### src/rtl/instr_fetch_unit.sv
// PC and instruction-register stage of the multi-cycle MIPS core: fetches words over a
// req/ready handshake, decodes IR fields and applies control-unit PC updates.
module instr_fetch_unit #(
  parameter int                    ADDR_WIDTH = 32,
  parameter logic [ADDR_WIDTH-1:0] RESET_PC   = '0
) (
  input  logic                  clock,
  input  logic                  reset,
  input  logic                  i_instr_write,
  input  logic                  i_pc_write,
  input  logic                  i_branch,
  input  logic                  i_zero,
  input  logic [1:0]            i_pc_source,
  input  logic [ADDR_WIDTH-1:0] i_alu_result,
  input  logic [ADDR_WIDTH-1:0] i_alu_out,
  output logic                  o_imem_req,
  output logic [ADDR_WIDTH-1:0] o_imem_addr,
  input  logic [31:0]           i_imem_rdata,
  input  logic                  i_imem_ready,
  output logic                  o_fetch_stall,
  output logic [ADDR_WIDTH-1:0] o_pc,
  output logic [31:0]           o_instr,
  output logic [5:0]            o_opcode,
  output logic [4:0]            o_rs,
  output logic [4:0]            o_rt,
  output logic [4:0]            o_rd,
  output logic [4:0]            o_shamt,
  output logic [5:0]            o_funct,
  output logic [15:0]           o_imm,
  output logic                  o_instr_valid,
  output logic                  o_misaligned,
  output logic [15:0]           o_fetch_count
);

  typedef enum logic {S_IDLE, S_WAIT} state_t;

  state_t                  r_state;
  state_t                  w_next_state;
  logic                    w_start;
  logic                    w_ir_load;
  logic                    w_ready_cycle;
  logic                    w_pc_en;
  logic                    w_pc_hold;
  logic                    w_pc_update;
  logic [ADDR_WIDTH-1:0]   w_pc_target;
  logic [ADDR_WIDTH-1:0]   w_jump_target;
  logic [ADDR_WIDTH-1:0]   r_pc;
  logic [31:0]             r_instr;
  logic                    r_instr_valid;
  logic                    r_misaligned;
  logic [15:0]             r_fetch_count;

  always_ff @(posedge clock or posedge reset) begin
    if (reset) r_state <= S_IDLE;
    else       r_state <= w_next_state;
  end

  // NOTE: every signal driven here gets a default first, so no path leaves it unassigned (no latch).
  always_comb begin
    w_next_state = r_state;
    w_start      = 1'b0;
    w_ir_load    = 1'b0;
    case (r_state)
      S_IDLE: if (i_instr_write) begin
        w_next_state = S_WAIT;
        w_start      = 1'b1;
      end
      S_WAIT: if (i_imem_ready) begin
        w_next_state = S_IDLE;
        w_ir_load    = 1'b1;
      end
    endcase
  end

  assign w_ready_cycle = (r_state == S_WAIT) & i_imem_ready;
  assign o_fetch_stall = i_instr_write & ~w_ready_cycle;
  assign w_pc_en       = (i_pc_write | (i_branch & i_zero)) & ~o_fetch_stall
                       & ((r_state == S_IDLE) | i_imem_ready);

  // Jump target is built from the IR as it stands, even on the edge that reloads it.
  assign w_jump_target = {r_pc[ADDR_WIDTH-1:28], r_instr[25:0], 2'b00};

  always_comb begin
    w_pc_target = r_pc;
    w_pc_hold   = 1'b0;
    case (i_pc_source)
      2'b00: w_pc_target = i_alu_result;
      2'b01: w_pc_target = i_alu_out;
      2'b10: w_pc_target = w_jump_target;
      2'b11: w_pc_hold   = 1'b1;
    endcase
  end

  assign w_pc_update = w_pc_en & ~w_pc_hold;

  // NOTE: sequential state uses non-blocking assignments so every flop samples pre-edge values.
  always_ff @(posedge clock or posedge reset) begin
    if (reset) begin
      r_pc         <= RESET_PC;
      r_misaligned <= 1'b0;
    end else begin
      r_misaligned <= w_pc_update & (|w_pc_target[1:0]);
      if (w_pc_update) r_pc <= {w_pc_target[ADDR_WIDTH-1:2], 2'b00};
    end
  end

  always_ff @(posedge clock or posedge reset) begin
    if (reset) begin
      r_instr       <= '0;
      r_instr_valid <= 1'b0;
      r_fetch_count <= '0;
    end else begin
      if (w_start) r_instr_valid <= 1'b0;
      if (w_ir_load) begin
        r_instr       <= i_imem_rdata;
        r_instr_valid <= 1'b1;
        r_fetch_count <= r_fetch_count + 16'd1;
      end
    end
  end

  assign o_imem_req    = (r_state == S_WAIT);
  assign o_imem_addr   = r_pc;
  assign o_pc          = r_pc;
  assign o_instr       = r_instr;
  assign o_opcode      = r_instr[31:26];
  assign o_rs          = r_instr[25:21];
  assign o_rt          = r_instr[20:16];
  assign o_rd          = r_instr[15:11];
  assign o_shamt       = r_instr[10:6];
  assign o_funct       = r_instr[5:0];
  assign o_imm         = r_instr[15:0];
  assign o_instr_valid = r_instr_valid;
  assign o_misaligned  = r_misaligned;
  assign o_fetch_count = r_fetch_count;

endmodule

### config.mk
export PLATFORM = sky130hd
export DESIGN_NAME = instr_fetch_unit
export DESIGN_NICKNAME = d
export VERILOG_FILES = /design/src/rtl/instr_fetch_unit.sv
export SDC_FILE = /design/constraint.sdc
export NUM_CORES = 1
export LEC_CHECK = 0
export ABC_AREA = 1
export BUFFER_PORTS_ARGS = -buffer_cell sky130_fd_sc_hd__buf_4
export CELL_PAD_IN_SITES_DETAIL_PLACEMENT = 1
export CELL_PAD_IN_SITES_GLOBAL_PLACEMENT = 2
export CORE_UTILIZATION = 24
export CTS_CLUSTER_DIAMETER = 120
export DETAILED_ROUTE_END_ITERATION = 8
export GPL_ROUTABILITY_DRIVEN = 0
export PLACE_DENSITY = 0.93
export SLEW_MARGIN = 20
export SYNTH_ARGS = -nofsm -noshare
export SYNTH_HDL_FRONTEND = slang
export SYNTH_SLANG_ARGS = --single-unit
### constraint.sdc
create_clock -name clock -period 3.9 [get_ports clock]
set_input_delay 0.78 -clock clock [delete_from_list [all_inputs] [get_ports clock]]
set_output_delay 0.78 -clock clock [all_outputs]
set_load 0.1 [all_outputs]
==> out/qor.yml <==
sta:
  final.period_utilization_pct: 55.8
  slew_headroom_pct: 40.5
  setup_ws_ps: 1730
  setup_viol: 0
  period_needed_ps: 2170
  maxSlewViolCount: 0
  fin_skew_ps: 7.21
  clock.fmax_mhz: 460
  finalHoldViolations: 0
  setup_tns_ps: 0
  rsz0062_at_grt: "no"
  tightest_slew_ps: 893
pwr:
  seqPwrFrac_pct: 21.3
  p_sw_uw: 3710
  power.leakage_uw: 0.00363
  power.density_mw_per_mm2: 921
  combPwrFrac_pct: 63.3
  intPower_uw: 2150
  swShare_pct: 63.3
  vdd_drop_max_mv: 0.365
  p_clk_share_pct: 15.4
global_routing:
  antenna_found_initial: 0
  grtUsageTotal_pct: 16.4
  grt_pass1_wl_um: 24400
  grt_pass1_vias: 4282
  grt-ovfl-total: 0
  grt_max_degree: 50
route:
  dr_wl_met2_um: 7530
  route.detailed.drc: 13
  viasPerCell: 4.26
  avgRoutedWirePerCell_um: 15.6
  vias: 4287
  met1_length_um: 7030
  met3_length_um: 813
  wl_um: 15700
  drt-initial-drc-count: 245
  highest_layer: "met4"
  drtPass1Iterations: 7
  antenna_left: 0
yosys:
  syn_inst: 591
  ys_seq_area_share_pct: 45.2
  ys_ff_latch: 81
  syn_area_per_cell_um2: 7.59
  synth_warnings: 0
  synth_area_mm2: 0.00448
  synthDistinctLibCells: 26
status:
  violations: "design-rule violations"
  run_status: "complete, but fails checks"
floorplan:
  die_area_mm2: 0.0192
  ios: 269
  fp.dieH_um: 139
  rows: 49
  die_w_um: 139
  initial_core_util_pct: 24.7
  core_region_area_mm2: 0.0181
clock_tree:
  cts_hold_buf: 0
  cts_tree: "yes"
  numCtsBuffers: 9
  cts_resized: 0
  clockBufferDepth: 2
  insertion_delay_ps: 350
  cts-root-buf: "clkbuf_16"
  clk_pin_slew_ps: 70
  htreeDepth: 3
  cts_setup_buffers: 0
  clock_sinks: 81
setup_path:
  path_depth: 5
  cp_data_arrival_time_ps: 1390
  critical-path-max-stage-delay_ps: 290
  reg2regPathDepth: 8
  cp_top_family: "buffers and inverters"
  worst-path-buf-inv: 3
  critical_path_class: "input pin to output pin"
  slowest_stage: "buf_4"
  worst_setup_path_start_kind: "input pin"
  end_kind: "output pin"
  cp_max_fo: 2
  crit_chain: "buf_4 > nand2_1 > inv_2 > nor2_1 > buf_4"
  required_ps: 3120
  worst_path_most_repeated_cell: "buf_4"
cells_and_area:
  area_delta_synth_final_pct: 42.0
  final_layout_size_suffix_gt1_share_pct: 38.0
  diodes: 0
  nets: 878
  fin_util_pct: 35.1
  final_area_mm2: 0.00636
placement:
  hpwl_um: 12000
  place_ws_ps: 1420
  dpl_cell_area_mm2: 0.00605
  io_buffers: 264
min_path:
  hold_depth: 2
  hold_class: "register to register"
flow_run:
  maxCapViolCount: 0
per-layer routing:
metal / vias up / track usage (%)
met5: - / 0
li1: 2080 / -
met2: 142 / 26.4
met3: 20 / 2.90
met1: 2045 / 21.9
met4: 0 / 6.67
power by group through the flow:
stage | registers (uW) | logic [uW] | clock network [uW]
after floorplan | 2490 | 1920 | 0
after global placement | 1260 | 3700 | 0
after detailed placement | 1260 | 3730 | 0
after CTS | 1250 | 3730 | 937
after global routing | 1280 | 3800 | 970
final | 1250 | 3710 | 905
tightest hold or removal path, cell delays in order (launching register included):
cell	delay, ps
dfrtp_1	370
nand2_1	60
nand2_1	50
logic make-up (layout without fill, tap and decap cells):
kind of cell / after synthesis / after routing / synth area share [%]
AND/OR/NAND/NOR: 361 / 361 / 31.8
buffers and inverters: 126 / 309 / 18.7
flip-flops: 81 / 81 / 45.2
XOR/XNOR: 11 / 11 / 2.15
AO/OA/AOI/OAI: 10 / 10 / 1.79
adder cells (fa/ha/maj): 1 / 1 / 0.279
other: 1 / 4 / 0.0836
synth_stat cells, drive strengths merged:
cell type | n | area (um^2)
dfrtp | 81 | 2030
ha | 1 | 12.5
inv | 25 | 93.8
o21ai | 6 | 45.1
buf | 99 | 736
nand2 | 304 | 1140
conb | 1 | 3.75
nand3 | 37 | 185
o21bai | 1 | 7.51
xor2 | 8 | 70.1
clkbuf | 2 | 7.51
xnor2 | 3 | 26.3
nor3 | 1 | 5.00
nor2 | 19 | 95.1
a21oi | 2 | 21.3
o22ai | 1 | 6.26
worst paths after layout:
check	startpoint	to	slack, ps
worst max-delay path	i_imem_ready	o_fetch_stall	1730
worst min-delay path	o_fetch_count[14]	o_fetch_count[14]	500
worst max register to register	o_imem_req	o_imem_addr[8]	1860
worst min register to register	o_fetch_count[14]	o_fetch_count[14]	500
max in group asynchronous	reset	o_imem_req	2370
min in group asynchronous	reset	o_instr[12]	580
registers in the layout (all words and copies together) (netlist names):
name,flops
o_fetch_count,16
o_instr,32
o_imem_req,1
o_misaligned,1
o_imem_addr,30
o_instr_valid,1
placed cells by master, fill, tap and decap left out, types with 2 or more instances in the layout:
master     netlist  routed
clkbuf_16        0       9
xor2_1           8       8
buf_4           84     268
nor2_1          17      16
o21ai_1          2       2
o21ai_0          2       2
xnor2_1          3       3
nand2_1        304     304
dfrtp_1         81      81
conb_1           1       4
inv_1           21      20
inv_8            0       2
inv_2            4       4
inv_6            0       2
nand3_1         37      37
cell type report:
type | instances | area, um^2
Clock inverter | 7 | 86.3
Fill cell | 2229 | 11800
Inverter | 25 | 95.1
Clock buffer | 9 | 225
Timing Repair Buffer | 268 | 2010
Sequential cell | 81 | 2030
Multi-Input combinational cell | 387 | 1630
Tap cell | 229 | 287
through the flow:
| step | std cells | hold slack, ps | power, uW |
|---|---|---|---|
| floorplan | 594 | 890 | 4410 |
| global placement | 990 | 491 | 4960 |
| detailed placement | 990 | 489 | 4990 |
| CTS | 1006 | 509 | 5920 |
| global route | 1006 | 540 | 6050 |
| finish | 1006 | 502 | 5860 |
Note: power is estimated with default switching activity, not from simulation.
